`src/rtl/irq_collector_16.sv`:
```
// -----------------------------------------------------------------------------
// irq_collector_16
//
// Interrupt aggregator for 16 peripheral IRQ lines (bit i = source i).
// Each line is synchronised, then latched as a pending request:
//   - edge mode: set on a rising edge, held until claimed;
//   - level mode: follows the line every cycle.
// Pending requests are masked and gated by in-service state. The lowest
// index wins (source 0 has the highest priority). The CPU takes the winner
// with a claim/complete handshake.
//
// Ports
//   clk           system clock
//   rst           synchronous reset, active-high
//   irq_in[15:0]  raw asynchronous IRQ lines
//   irq_en[15:0]  per-source enable mask
//   irq_edge[15:0] per-source mode: 1 = rising edge, 0 = level high
//   irq_out       registered CPU interrupt request
//   claim_req     1-cycle claim strobe
//   claim_ack     1-cycle response, one cycle after claim_req
//   claim_valid   claim_id holds a granted source (qualified by claim_ack)
//   claim_id[3:0] granted source index (0 when nothing was granted)
//   complete_req  1-cycle completion strobe
//   complete_id   source being completed
//   stat_sel      event counter select
//   stat_cnt      selected event count (always 0 unless IRQ_STAT_EN)
//
// Configuration
//   IRQ_STAT_EN   build saturating per-source event counters
//
// SYNC_STAGES is legal from 2 to 3.
// -----------------------------------------------------------------------------
module irq_collector_16 #(
  parameter int SYNC_STAGES = 2,
  parameter int STAT_W      = 8
) (
  input  logic              clk,
  input  logic              rst,
  input  logic [15:0]       irq_in,
  input  logic [15:0]       irq_en,
  input  logic [15:0]       irq_edge,
  output logic              irq_out,
  input  logic              claim_req,
  output logic              claim_ack,
  output logic              claim_valid,
  output logic [3:0]        claim_id,
  input  logic              complete_req,
  input  logic [3:0]        complete_id,
  input  logic [3:0]        stat_sel,
  output logic [STAT_W-1:0] stat_cnt
);

  localparam int N = 16;

  logic [N-1:0] sync_q [SYNC_STAGES];
  logic [N-1:0] s;
  logic [N-1:0] s_d;
  logic [N-1:0] rise;
  logic [N-1:0] pending;
  logic [N-1:0] in_service;
  logic [N-1:0] in_service_nxt;
  logic [N-1:0] cand;
  logic [N-1:0] grant_mask;
  logic [3:0]   winner;
  logic         any_cand;

  // ---------------------------------------------------------------------------
  // Synchroniser chain and one-cycle delayed copy for edge detection
  // ---------------------------------------------------------------------------
  // NOTE: state uses non-blocking assignments, so every stage samples the
  // previous stage's old value; blocking here would collapse the chain.
  always_ff @(posedge clk) begin
    if (rst) begin
      for (int k = 0; k < SYNC_STAGES; k++) sync_q[k] <= '0;
      s_d <= '0;
    end else begin
      sync_q[0] <= irq_in;
      for (int k = 1; k < SYNC_STAGES; k++) sync_q[k] <= sync_q[k-1];
      s_d <= s;
    end
  end

  assign s    = sync_q[SYNC_STAGES-1];
  assign rise = s & ~s_d;

  // ---------------------------------------------------------------------------
  // Candidate selection: fixed priority, lowest index wins
  // ---------------------------------------------------------------------------
  // NOTE: every output of this block gets a default first, so no path leaves
  // a value unassigned and no latch is inferred.
  always_comb begin
    cand       = pending & irq_en & ~in_service;
    any_cand   = |cand;
    winner     = '0;
    grant_mask = '0;
    // Scan downwards so the lowest set index is the last one written.
    for (int i = N - 1; i >= 0; i--) begin
      if (cand[i]) winner = 4'(i);
    end
    if (claim_req && any_cand) grant_mask[winner] = 1'b1;
  end

  // Complete clears first, grant sets after. A granted source is never the
  // one being completed, since in-service sources are excluded from cand.
  always_comb begin
    in_service_nxt = in_service;
    if (complete_req) in_service_nxt[complete_id] = 1'b0;
    in_service_nxt = in_service_nxt | grant_mask;
  end

  // ---------------------------------------------------------------------------
  // Pending, in-service and handshake registers
  // ---------------------------------------------------------------------------
  always_ff @(posedge clk) begin
    if (rst) begin
      pending     <= '0;
      in_service  <= '0;
      irq_out     <= 1'b0;
      claim_ack   <= 1'b0;
      claim_valid <= 1'b0;
      claim_id    <= '0;
    end else begin
      // Edge sources: a new edge wins over a claim clearing the same bit.
      // Level sources simply track the synchronised line.
      pending     <= (irq_edge & (rise | (pending & ~grant_mask)))
                   | (~irq_edge & s);
      in_service  <= in_service_nxt;
      irq_out     <= any_cand;
      claim_ack   <= claim_req;
      claim_valid <= claim_req && any_cand;
      claim_id    <= (claim_req && any_cand) ? winner : 4'd0;
    end
  end

  // ---------------------------------------------------------------------------
  // Optional event counters
  // ---------------------------------------------------------------------------
`ifdef IRQ_STAT_EN
  logic [STAT_W-1:0] cnt [N];

  // NOTE: the counter array is explicitly reset; it is architecturally visible
  // through stat_cnt, so it cannot start from an unknown value.
  always_ff @(posedge clk) begin
    if (rst) begin
      for (int i = 0; i < N; i++) cnt[i] <= '0;
    end else begin
      // A synchronised rising edge is what sets an edge-mode pending bit,
      // and it is also the event counted for level-mode sources.
      for (int i = 0; i < N; i++) begin
        if (rise[i] && (cnt[i] != '1)) cnt[i] <= cnt[i] + STAT_W'(1);
      end
    end
  end

  assign stat_cnt = cnt[stat_sel];
`else
  logic unused_stat_sel;
  assign unused_stat_sel = ^stat_sel;
  assign stat_cnt        = '0;
`endif

endmodule

```
`config.mk`:
```
export PLATFORM = sky130hd
export DESIGN_NAME = irq_collector_16
export DESIGN_NICKNAME = d
export VERILOG_FILES = /design/src/rtl/irq_collector_16.sv
export SDC_FILE = /design/constraint.sdc
export NUM_CORES = 1
export LEC_CHECK = 0
export BUFFER_PORTS_ARGS = -buffer_cell sky130_fd_sc_hd__buf_4
export CAP_MARGIN = 20
export CORE_MARGIN = 3
export CORE_UTILIZATION = 29
export DETAILED_ROUTE_END_ITERATION = 12
export PLACE_DENSITY = 0.52
export REMOVE_ABC_BUFFERS = 1
export SLEW_MARGIN = 10
export SYNTH_ARGS = -nofsm -noshare
export SYNTH_HDL_FRONTEND = slang
export SYNTH_SLANG_ARGS = --single-unit
export TNS_END_PERCENT = 50
```
`constraint.sdc`:
```
create_clock -name clk -period 1.85 [get_ports clk]
set_input_delay 0.2775 -clock clk [delete_from_list [all_inputs] [get_ports clk]]
set_output_delay 0.2775 -clock clk [all_outputs]
set_load 0.01 [all_outputs]
```
# [After elaboration in Yosys (flattened, before gate mapping)]
# Memory sizes are Yosys's and may differ from the RTL's.
# Index checks and enable logic that the tools add are counted.
[classes] add_sub_neg=0 n_mul=0 div_mod_pow=0 n_lt_le_gt_ge=4 n_eq_ne=0 shift=0 n_mux=27 bitwise_logic=18 n_reduce_logical=5
[ops] cell="bitwise AND 16 bit" n=7
[ops] cell="inverter 16 bit" n=5
[ops] cell="two-way mux 16 bit" n=4
[ops] cell="two-way mux 4 bit" n=16
[ops] cell="bitwise OR 16 bit" n=3
[ops] cell="OR reduction 16 bit" n=1
[ops] cell="< comparator 4 x 5 -> 1 bit, second input constant" n=2
[ops] cell="demux 1 bit (select 4 bit)" n=2
[ops] cell=">= comparator 4 x 1 -> 1 bit, second input constant" n=2
[ops] cell="two-way mux 1 bit" n=5
[ops] cell="logical AND 1 bit" n=3
[ops] cell="bitwise OR 1 bit" n=2
[ops] cell="OR reduction 2 bit" n=1
[ops] cell="inverter 1 bit" n=1
[totals] regBits=55 latchBits=0 mem_bits_rw=32 romBits=0 input_bits=60 out_inout_bits=15 memories=1
[memory_table] memory="sync_q" words=2 word_bits=16 rd=2 rd_ports_with_merged_regs=0 write_ports=2 line="55" rtl="logic [N-1:0] sync_q [SYNC_STAGES];"

# [Depth between registers and ports, before layout]
# Gate-level depths: netlist (run 1).
[logic_depth] depth_word=28 depth_mapped=8

# [Worst setup path before layout (run 1)]
# No wires, ideal clock.
[synth_timing] kind="register to register" start="register in_service[10]" end="register in_service[5]" setup_ns=0.076 arrival_ns=1.569 slack_ns=0.206 stages_incl_launch_ff=9 path_buffers=1 period_less_slack_ns=1.644 cell_sequence="dfxtp_1 > and3b_1 > nand2b_4 > o21ai_2 > a31oi_4 > o21ba_1 > buf_6 > or2_1 > o22ai_1"
[synth_via] elab_chain_cells=19 word_cells_on_any_way=22 classes_between="order compare: 2; mux: 14; bitwise: 3; reduce/logical: 3"
[synth_lines] element="start, declared" line="60" rtl="logic [N-1:0] in_service;"
[synth_lines] element="start signal, assigned" line="127" rtl="in_service <= in_service_nxt;"
[synth_lines] element="inverter 16 bit *" line="92" rtl="cand = pending & irq_en & ~in_service;"
[synth_lines] element="bitwise AND 16 bit *" line="92"
[synth_lines] element="two-way mux 4 bit (11 in series)" line="98" rtl="if (cand[i]) winner = 4'(i);"
[synth_lines] element="< comparator 4 x 5 -> 1 bit (not written as such) or >= comparator 4 x 1 -> 1 bit (tied branches)" line="100" rtl="if (claim_req && any_cand) grant_mask[winner] = 1'b1;"
[synth_lines] element="logical AND 1 bit (not written as such)" line="100"
[synth_lines] element="two-way mux 1 bit (not written as such)" line="100"
[synth_lines] element="demux 1 bit (select 4 bit)" line="100"
[synth_lines] element="two-way mux 16 bit *" line="100"
[synth_lines] element="bitwise OR 16 bit *" line="108" rtl="in_service_nxt = in_service_nxt | grant_mask;"
# Mark *: on every way between the ends. The rest lies on a longest branch, timed or not.
# A chain may end at the register's enable or synchronous reset.

# [Worst setup path after layout (run 1)]
[layout_timing] start="register in_service[13]" end="register pending[14]"
[layout_via] elab_chain_cells=26 word_cells_on_any_way=29 classes_between="order compare: 2; mux: 17; bitwise: 7; reduce/logical: 3"
[layout_lines] element="inverter 16 bit *" line="92"
[layout_lines] element="bitwise AND 16 bit *" line="92"
[layout_lines] element="two-way mux 4 bit (14 in series)" line="98"
[layout_lines] element="< comparator 4 x 5 -> 1 bit (not written as such) or >= comparator 4 x 1 -> 1 bit (tied branches)" line="100"
[layout_lines] element="logical AND 1 bit (not written as such)" line="100"
[layout_lines] element="two-way mux 1 bit (not written as such)" line="100"
[layout_lines] element="demux 1 bit (select 4 bit)" line="100"
[layout_lines] element="two-way mux 16 bit *" line="100"
[layout_lines] element="inverter 16 bit *" line="125" rtl="pending <= (irq_edge & (rise | (pending & ~grant_mask)))"
[layout_lines] element="bitwise AND 16 bit *" line="125"
[layout_lines] element="bitwise OR 16 bit *" line="125"
[layout_lines] element="bitwise AND 16 bit *" line="125"
[layout_lines] element="bitwise OR 16 bit *" line="126" rtl="| (~irq_edge & s);"
[layout_lines] element="end signal, assigned" line="125"
[layout_lines] element="end, declared" line="59" rtl="logic [N-1:0] pending;"
# Marked as above.

==> impl_results.md, run 1 <==
- Worst VDD drop: ~420 uV
- F_max: 544.8 MHz
- Ports: 75
- Pwr Total: around 4.2 mW
- First-pass DRT Iterations: 4
- Core box area: 10980 um2
- Max stage delay on crit path: ~350 ps
- Clk root buf: clkbuf_16
- Cell Rows: 38
- Finished Cell Area: roughly 4400 um2
- Distinct cells, synth: 51
- Met2 Use GR: about 20%
- Reg clk slew, reported paths: ~60 ps
- FFs w/ async S/R, synth: 0%
- Leakage: roughly 1.8 nW
- CP Cell Sequence: and3b_1, a211oi_2, o21ai_4, a31oi_4, nand3_1, a21o_1, a22o_1
- Chip height: between 100 and 150 um
- Startpoint types: register
- Synth Flop Type: dfxtp_1
- Critical path capture point type: register
- Syn-to-layout area delta: 32.68%
- GP Congestion: a little under 0.9
- Fin crit share: just under 100%
- Seq cells post-synth: 87
- R2r setup slk: around 15 ps
- Die width: 112.9 um
- WS Path Type: register to register
- Antenna Nets Post-Route: 0
- Cell Pwr Density: about 960 nW/um2
- Number of synthesis warnings: 0
- Worst Path Required: roughly 2100 ps
- Die area: ~13000 um2
- Final Util: approximately 40%
- CTS tree: yes
- Starting Density: a little under a third
- Outcome: complete, no violations
- Skew-Pair Late Insertion Delay: about 330 ps
- Deepest clock path buffer count: 2
- Initial antenna violation count: 0
- DR vias: around 2700
- Antenna Cells: 0
- CP Max Fanout: 5
- Inserted Clock Buffers: 9
- Final WL: roughly 8000 um
- Final hold violations: 0
- Total track usage: ~13%
- Worst Skew: approximately 6.3 ps
- CTS sink count: between 80 and 90
- Final setup fails: 0
- # DRC: 0
- Post-synthesis cell area: about 3300 um2
- GR Util met1: 16.18%
- Post-layout minimum cycle time: ~1800 ps
- RSZ-0062 raised after global routing: true
- Final nets: around 500
- Gr busiest metal: met2
- Max-slew violation count: 0
- Tightest Hold Check Type: input pin to register
- Largest net degree at the start of global routing: 40
- Met3 Resource Use GR: 4.599%
- H-tree depth: 3
- Fin Setup TNS: 0 ps
- Crit path arrival time: between 2000 and 2500 ps
- Worst reg2reg startpoint: in_service[13]
- Post-Syn Area per Cell: around 9 um2
- Placement Setup Slack: -55.67 ps
- Slowest-stage cell, CP: dfxtp_1
- Via/cell ratio: around 4.6
- Seq/Total Area, Yosys: 52.59%
- Hold Startpoint: irq_in[4]
- Vias in the first global route: 2559
- Placed Area: ~4000 um2
- DP HPWL: around 6000 um
- Synthesized instance count: around 360
- Total gr overflow: 0
- Detailed Route Iter0 Violations: around 60
- Port Buffer Count: 62
- WL per Instance: about 14 um
- Share of cells above drive strength 1: roughly 28%
- Worst Setup SP: in_service[13]
- Post-synth EDFFs: 0
- First-pass GRT wire length: 12450 um
- PnR worst setup slack: 14.56 ps
- Max-cap violation count: 0
## per-layer routing
layer,share of wire [%],up-vias
li1,-,1367
met1,47,1238
met2,46,60
met3,5.2,11
met4,1.7,0
met5,0,-
## sequential cells by signal (all words and copies together) (netlist names)
register,count
claim_ack,1
claim_id,4
claim_valid,1
in_service,16
irq_out,1
pending,16
s_d,16
sync_q,32
## synth_stat cells, types with 4 or more instances
library cell / number / area (um2)
nor2_1: 23 / 86.33
nand3b_1: 14 / 105.1
dfxtp_1: 87 / 1742
nor2b_1: 49 / 306.5
o31ai_1: 8 / 60.06
and3b_1: 4 / 35.03
nand4_1: 4 / 25.02
nand2b_1: 7 / 43.79
clkbuf_1: 8 / 30.03
buf_4: 8 / 60.06
nand3_1: 4 / 20.02
a21oi_1: 10 / 50.05
o22ai_1: 6 / 37.54
o21ai_0: 20 / 100.1
nand2_1: 54 / 202.7
## report_power, final
part | internal, mW | total [mW] | switching (mW)
combinational | 0.229 | 0.455 | 0.226
clock | 1.08 | 1.79 | 0.706
sequential | 1.95 | 1.97 | 0.0221
total | 3.25 | 4.21 | 0.954
## through the flow
step                hold WS [ps]  instances
finish                     148.4        582
global route               140.6        582
CTS                        132.2        579
detailed placement         420.4        563
global placement           416.8        563
floorplan                  346.6        346
## cell type report
| type | count | area [um2] |
|---|---|---|
| multi-input combinational | 256 | 1556 |
| tap | 140 | 175.2 |
| timing repair buffer | 80 | 608.1 |
| sequential | 87 | 1743 |
| inverter | 3 | 11.26 |
| fill | 1120 | 6589 |
| clock buffer | 11 | 242.7 |
| clock inverter | 5 | 57.56 |
## cell usage in the layout (no fill, tap or decap), types with 7 or more instances in the layout
cell,synthesis,final
o31ai_1,8,8
buf_4,8,78
nor2_1,23,21
a21oi_1,10,9
dfxtp_1,87,86
nand2b_1,7,7
nor2b_1,49,49
conb_1,1,8
o21ai_0,20,19
clkbuf_16,0,9
nand3b_1,14,14
nand2_1,54,54
## worst max-delay path, delay by kind of cell (launching register included)
| kind | cells | cell delay (ps) |
|---|---|---|
| and+or+nand+nor | 2 | 380 |
| AOI/OAI and AO/OA | 5 | 980 |
| DFF | 1 | 350 |
## repair_timing
action,in CTS,in global routing
setup endpoints to repair,2,22
pin swaps,0,9
gates cloned,0,0
setup buffers,0,3
resized for setup,1,20
hold buffers,0,0
## final timing paths
path | to | cells past startpoint
setup reg to reg | pending[14] | 7
setup / recovery | pending[14] | 7
hold reg to reg | sync_q[0][26] | 1
hold / removal | sync_q[0][4] | 2
## kinds of logic (layout without fill, tap and decap cells)
kind of cell	Yosys count	in the layout	synth area share, %
AOI/OAI and AO/OA	69	69	14.58
buffers and inverters	21	99	3.513
other	1	8	0.1132
DFF	87	87	52.59
and+or+nand+nor	179	179	29.20
Note: power is estimated with default switching activity, not from simulation.
==> run 2: changes to the inputs <==
CORE_MARGIN = 2   (was 3)
==> run 2 against run 1 <==
The flow now finishes with violations (negative setup slack). Largest cell class unchanged. Critical endpoint is now pending[11]. Maximum frequency down 0.90%. Hold slack gained 1.6 ps. Non-clock buffer count is 9 higher. Final cell count increased by 1.9%.
==> impl_results.md, run 2 (synthesis gave the netlist of run 1 again) <==
- Inserted Clock Buffers: 9
- Placement Setup Slack: -93.22 ps
- WL per Instance: 13.72 um
- Final hold violations: 0
- PnR worst setup slack: -2.093 ps
- DR vias: around 2700
- Max reg flops: 32
- Post-layout minimum cycle time: 1852 ps
- Max-cap violation count: 0
- Fin crit share: 100.1%
- Ports: between 70 and 80
- Syn-to-layout area delta: 36.04%
- Worst VDD drop: about 450 uV
- F_max: around 540 MHz
- Detailed Route Iter0 Violations: 82
- Critical path capture point type: register
- WS Path Type: register to register
- Final nets: a little over 500
- # DRC: 0
- Antenna Cells: 0
- GP Congestion: ~0.79
- Crit path arrival time: 2080 ps
- Final WL: 8137 um
- Bufs and invs on worst path: 1
- Skew-Pair Late Insertion Delay: approximately 330 ps
- Most flops, register: sync_q
- Met3 WL: around 400 um
- Chip height: about 110 um
- Port Buffer Count: 62
- Hold-fix buffers, CTS: 0
- Core box area: between 10000 and 15000 um2
- Cell Rows: 39
- Slowest-stage cell, CP: dfxtp_2
- Max stage delay on crit path: about 330 ps
- Top sig layer: met4
- H-tree depth: 3
- Initial antenna violation count: 0
- Vias in the first global route: roughly 2700
- CP Cell Sequence: nand3b_1, a211oi_2, o21ai_2, a31oi_4, buf_4, a41o_2, a211oi_1, a21o_1
- Worst path top cell family by delay: compound AO/OA/AOI/OAI gates
- Clk root buf: clkbuf_16
- Worst R2R Path Depth: 8
- Starting Density: 29.38%
- CP Max Fanout: 5
- Total track usage: between 10% and 20%
- Die area: 12290 um2
- Antenna Nets Post-Route: 0
- Most frequent cells in the layout: 87 x buf_4, 86 x dfxtp_1, 54 x nand2_1, 49 x nor2b_1
- Worst Path Required: roughly 2100 ps
- DP HPWL: ~6000 um
- First-pass GRT wire length: around 14000 um
- Met2 wire len: 3809 um
- Final setup fails: 1
- Pwr Total: around 4.6 mW
- CTS sink count: just under 90
- Failing checks: negative setup slack
- Routed length on met1: ~3800 um
- Leakage: ~1.8 nW
- Share of cells above drive strength 1: 28.44%
- Tightest Hold Check Type: input pin to register
- Largest net degree at the start of global routing: 40
- Deepest clock path buffer count: 2
- Max-slew violation count: 0
- Die width: about 110 um
- FILL cells: ~1100
- Critical path depth: 8
- Cell Pwr Density: around 1000 nW/um2
- Startpoint types: register
- Via/cell ratio: approximately 4.6
- Worst hold stages: 2
- Total gr overflow: 0
- Outcome: finished, violations left
- CTS tree: yes
- First-pass DRT Iterations: 4
- RSZ-0062 raised after global routing: true
- Reg clk slew, reported paths: around 70 ps
- Commonest non-fill, non-tap cell in the layout: buf_4
- Final Util: approximately 40%
- Worst Skew: approximately 11 ps
run 2: cell types whose count changed in the layout (fill, tap and decap cells not counted), moves of 2 or more:
cell,delta
o22ai_2,-3
o21ai_2,+2
bufinv_16,+3
o21ai_4,-2
o22ai_1,+3
clkinvlp_4,-3
buf_4,+9
run 2: area by class of cell:
type	instances	area [um2]	area share (%)
Inverter	3	11.26	0.2499
Clock inverter	5	128.9	2.860
Multi-Input combinational cell	256	1529	33.94
Sequential cell	87	1743	38.68
Tap cell	143	178.9	3.971
Timing Repair Buffer	89	675.6	15.00
Clock buffer	10	239.0	5.304
run 2: worst reg2reg max path: cells and delay by family (launching register included):
kind                   cells  cell delay (ps)
AO/OA/AOI/OAI              6             1030
flip-flops                 1              330
AND/OR/NAND/NOR            1              230
buffers and inverters      1              150
run 2: through the flow:
stage / TNS, ps / instance area [um2] / std cells / hold slack (ps)
floorplan: 0 / 3233 / 346 / 346.6
global placement: -674.6 / 4058 / 575 / 416.7
detailed placement: -756.1 / 4058 / 575 / 423.1
CTS: -102.4 / 4466 / 591 / 142.2
global route: -1210 / 4506 / 593 / 149.0
finish: -2.093 / 4506 / 593 / 150.0
run 2: report_power, final:
group	switching (mW)	leakage (nW)	internal, mW
logic	0.231	0.950	0.235
registers	0.0213	0.713	1.95
clock network	0.714	0.179	1.49
run 2: what timing repair did:
item	in CTS	in global routing
gates resized for setup	7	8
endpoints found under the setup margin	16	24
pin swaps	5	4
hold endpoints to repair	0	0
buffers inserted	1	2
run 2: per-layer routing:
layer | vias up | GRT usage, %
li1 | 1384 | -
met2 | 67 | 22.33
met3 | 12 | 3.663
met1 | 1248 | 17.88
met5 | - | 0
met4 | 0 | 5.250
run 2: final timing paths:
check | start | endpoint | slack, ps
hold reg to reg | sync_q[0][5] | sync_q[0][21] | 430
setup / recovery | in_service[15] | pending[11] | -2
setup reg to reg | in_service[15] | pending[11] | -2
hold / removal | irq_in[10] | sync_q[0][10] | 150
==> run 3: changes to the inputs <==
ABC_AREA = 1   (was not set)
==> run 3 against run 2 <==
The flow now finishes without violations. Synthesized cell count grew 29%. Hold slack lost 16 ps. Non-clock buffer count shrank 13. Combinational power is essentially flat. Clock skew shrank 6.1 ps. Utilization shrank 0.42 points. First-iteration DRC count grew 16%. Sequential cell count is the same. Via count grew 5.9%. Global-route usage shrank 1.1 points. Clock power shrank 12%. Synthesized area grew 2.2%. Critical path type unchanged. Critical endpoint is now pending[10]. Largest cell class unchanged. Largest power group is now registers.
==> impl_results.md, run 3 <==
- Outcome: complete, no violations
- DP HPWL: between 5000 and 6000 um
- Switching Share: a little under a quarter
- Flop pwr share: 45.1%
- Final hold violations: 0
- Seq cells post-synth: 87
- Leakage: 2.057 nW
- Inserted Clock Buffers: 9
- FFs w/ async S/R, synth: 0%
- Max-slew violation count: 0
- H-tree depth: 3
- Clk root buf: clkbuf_16
- Hold Path Sink: sync_q[0][8]
- Critical path capture point type: register
- F_max: 558.7 MHz
- Startpoint types: register
- Syn-to-layout area delta: 33.37%
- Pwr Total: 4.368 mW
- # DRC: 0
- Final setup fails: 0
- Most frequent cells in the layout: 90 x nand2_1, 88 x inv_1, 84 x dfxtp_1, 78 x nor2_1, 75 x buf_4
- Worst reg2reg startpoint: pending[7]
- Cell Pwr Density: 967.3 nW/um2
- Tightest Hold Check Type: input pin to register
- Final nets: 599
- CP Max Fanout: 5
- Worst hold stages: 3
- RSZ-0062 raised after global routing: true
- Distinct cells, synth: 25
- Die area: roughly 13000 um2
- Hold Startpoint: irq_in[8]
- Worst Path Required: 2070 ps
- Reg area: between 1500 and 2000 um2
- Post-layout minimum cycle time: 1790 ps
- Worst Skew: 5.156 ps
- Synth area leaders: dfxtp_1 51%, nand2_1 11%, inv_1 9.9%
- Placed Area: 4028 um2
- Total gr overflow: 0
- Die width: around 110 um
- End of the worst register-to-register path: pending[10]
- R2r setup slk: about 60 ps
- Hold-fix buffers, CTS: 0
- Port Buffer Count: just over 60
- Share of cells above drive strength 1: around a quarter
- Final Non-Filler Cells: 687
- Final WL: 7588 um
- Area of the multi-input gates: around 1300 um2
- GP Congestion: 0.8299
- Post-synth EDFFs: 0
- Chip height: 112.1 um
- Count leader, synth: nand2_1
- Detailed Route Iter0 Violations: 95
- Commonest non-fill, non-tap cell in the layout: nand2_1
- Deepest clock path buffer count: 2
- Antenna Nets Post-Route: 0
- Skew-Pair Late Insertion Delay: around 340 ps
- Switch Pwr: about 1.0 mW
- Core box area: roughly 11000 um2
- Synth top cells by count: 95 x nand2_1, 89 x inv_1, 87 x dfxtp_1
- Antenna Cells: 0
- Crit path arrival time: roughly 2000 ps
- Seq/Total Area, Yosys: about half
- First-pass GRT wire length: 12510 um
- Pint: about 3.3 mW
- Synthesized instance count: 461
- Post-synthesis cell area: ~3400 um2
- Post-Syn Area per Cell: 7.344 um2
- Worst R2R Path Depth: 8
- Most flops, register: sync_q
- Finished Cell Area: roughly 4500 um2
- Clock power share: between 40% and 50%
- Ports: 75
- Starting Density: between 20% and 30%
- Via/cell ratio: between 4 and 5
- DR vias: approximately 2900
- WS Path Type: register to register
- FILL cells: roughly 1200
- CTS tree: yes
- Vias in the first global route: between 2000 and 3000
- Area fraction of the dominant cell type after synthesis: 51.44%
- Max reg flops: 32
- Reg clk slew, reported paths: approximately 60 ps
- Post-Place Cells: roughly 660
- Total track usage: about an eighth
- Cell Rows: 39
- Max-cap violation count: 0
- WL per Instance: 11.05 um
- Initial antenna violation count: 0
- Synth Flop Type: dfxtp_1
- First-pass DRT Iterations: 5
- Fin Setup TNS: 0 ps
- Worst Setup SP: pending[7]
- CTS sink count: 87
- Largest net degree at the start of global routing: between 40 and 50
- Worst VDD drop: around 530 uV
- Fin crit share: between 90% and 100%
- Number of synthesis warnings: 0
- Gate power share: approximately a tenth
- Leading area contributor after synthesis: dfxtp_1
-- run 3: final cells by class --
class	count	share of cell area, %
Timing Repair Buffer	76	12.91
Multi-Input combinational cell	274	29.79
Clock inverter	7	2.134
Inverter	91	7.564
Tap cell	143	3.962
Clock buffer	9	4.988
Sequential cell	87	38.65
-- run 3: metal layers --
layer / vias to the layer above / GRT usage, % / part of all wire [%]
li1: 1531 / - / -
met1: 1264 / 15.05 / 46
met3: 11 / 3.294 / 4.7
met4: 0 / 6.098 / 2.1
met5: - / 0 / 0
met2: 66 / 21.82 / 48
-- run 3: power by group through the flow --
| stage | clock network, mW | registers (mW) | logic (mW) |
|---|---|---|---|
| global route | 2.06 | 1.98 | 0.526 |
| detailed placement | 0 | 2.01 | 0.415 |
| CTS | 1.99 | 1.97 | 0.416 |
| global placement | 0 | 2.01 | 0.408 |
| floorplan | 0 | 2.01 | 0.196 |
| finish | 1.93 | 1.97 | 0.469 |
-- run 3: cells by family after synthesis --
logic type | synth area share, %
and+or+nand+nor | 29.56
buffers and inverters | 12.86
other | 0.1108
DFF | 51.44
AOI/OAI and AO/OA | 6.024
-- run 3: worst max path at each step --
stage                       end  slack (ps)  cells after the start
global placement    pending[13]          20                      9
global route         pending[5]        -140                     19
CTS                  pending[5]          10                     17
detailed placement   pending[8]         -30                     21
finish              pending[10]          60                      8
floorplan           pending[10]         370                     11
-- run 3: through the flow --
stage / setup slack (ps) / hold WS [ps] / utilization (%)
6_report: 59.99 / 134.1 / 39.55
5_1_grt: -140.8 / 131.6 / 39.55
4_1_cts: 11.10 / 125.1 / 38.09
3_5_place_dp: -28.27 / 391.6 / 35.27
3_3_place_gp: 19.26 / 388.9 / 35.27
2_1_floorplan: 374.0 / 346.6 / -
-- run 3: worst max-delay path, cell delays in order (launching register included) --
cell and delay, ps:
dfxtp_1 310, nand2_1 80, nor2_1 70, nor4_2 390, nand2_2 170, nor3_2 310, nand3_1 170, nand3_1 110
o21ai_1 60
-- run 3: timing repair --
action / in CTS / in global routing
hold endpoints to repair: 0 / 0
resized for setup: 0 / 26
buffers inserted: 0 / 7
endpoints found under the setup margin: 0 / 34
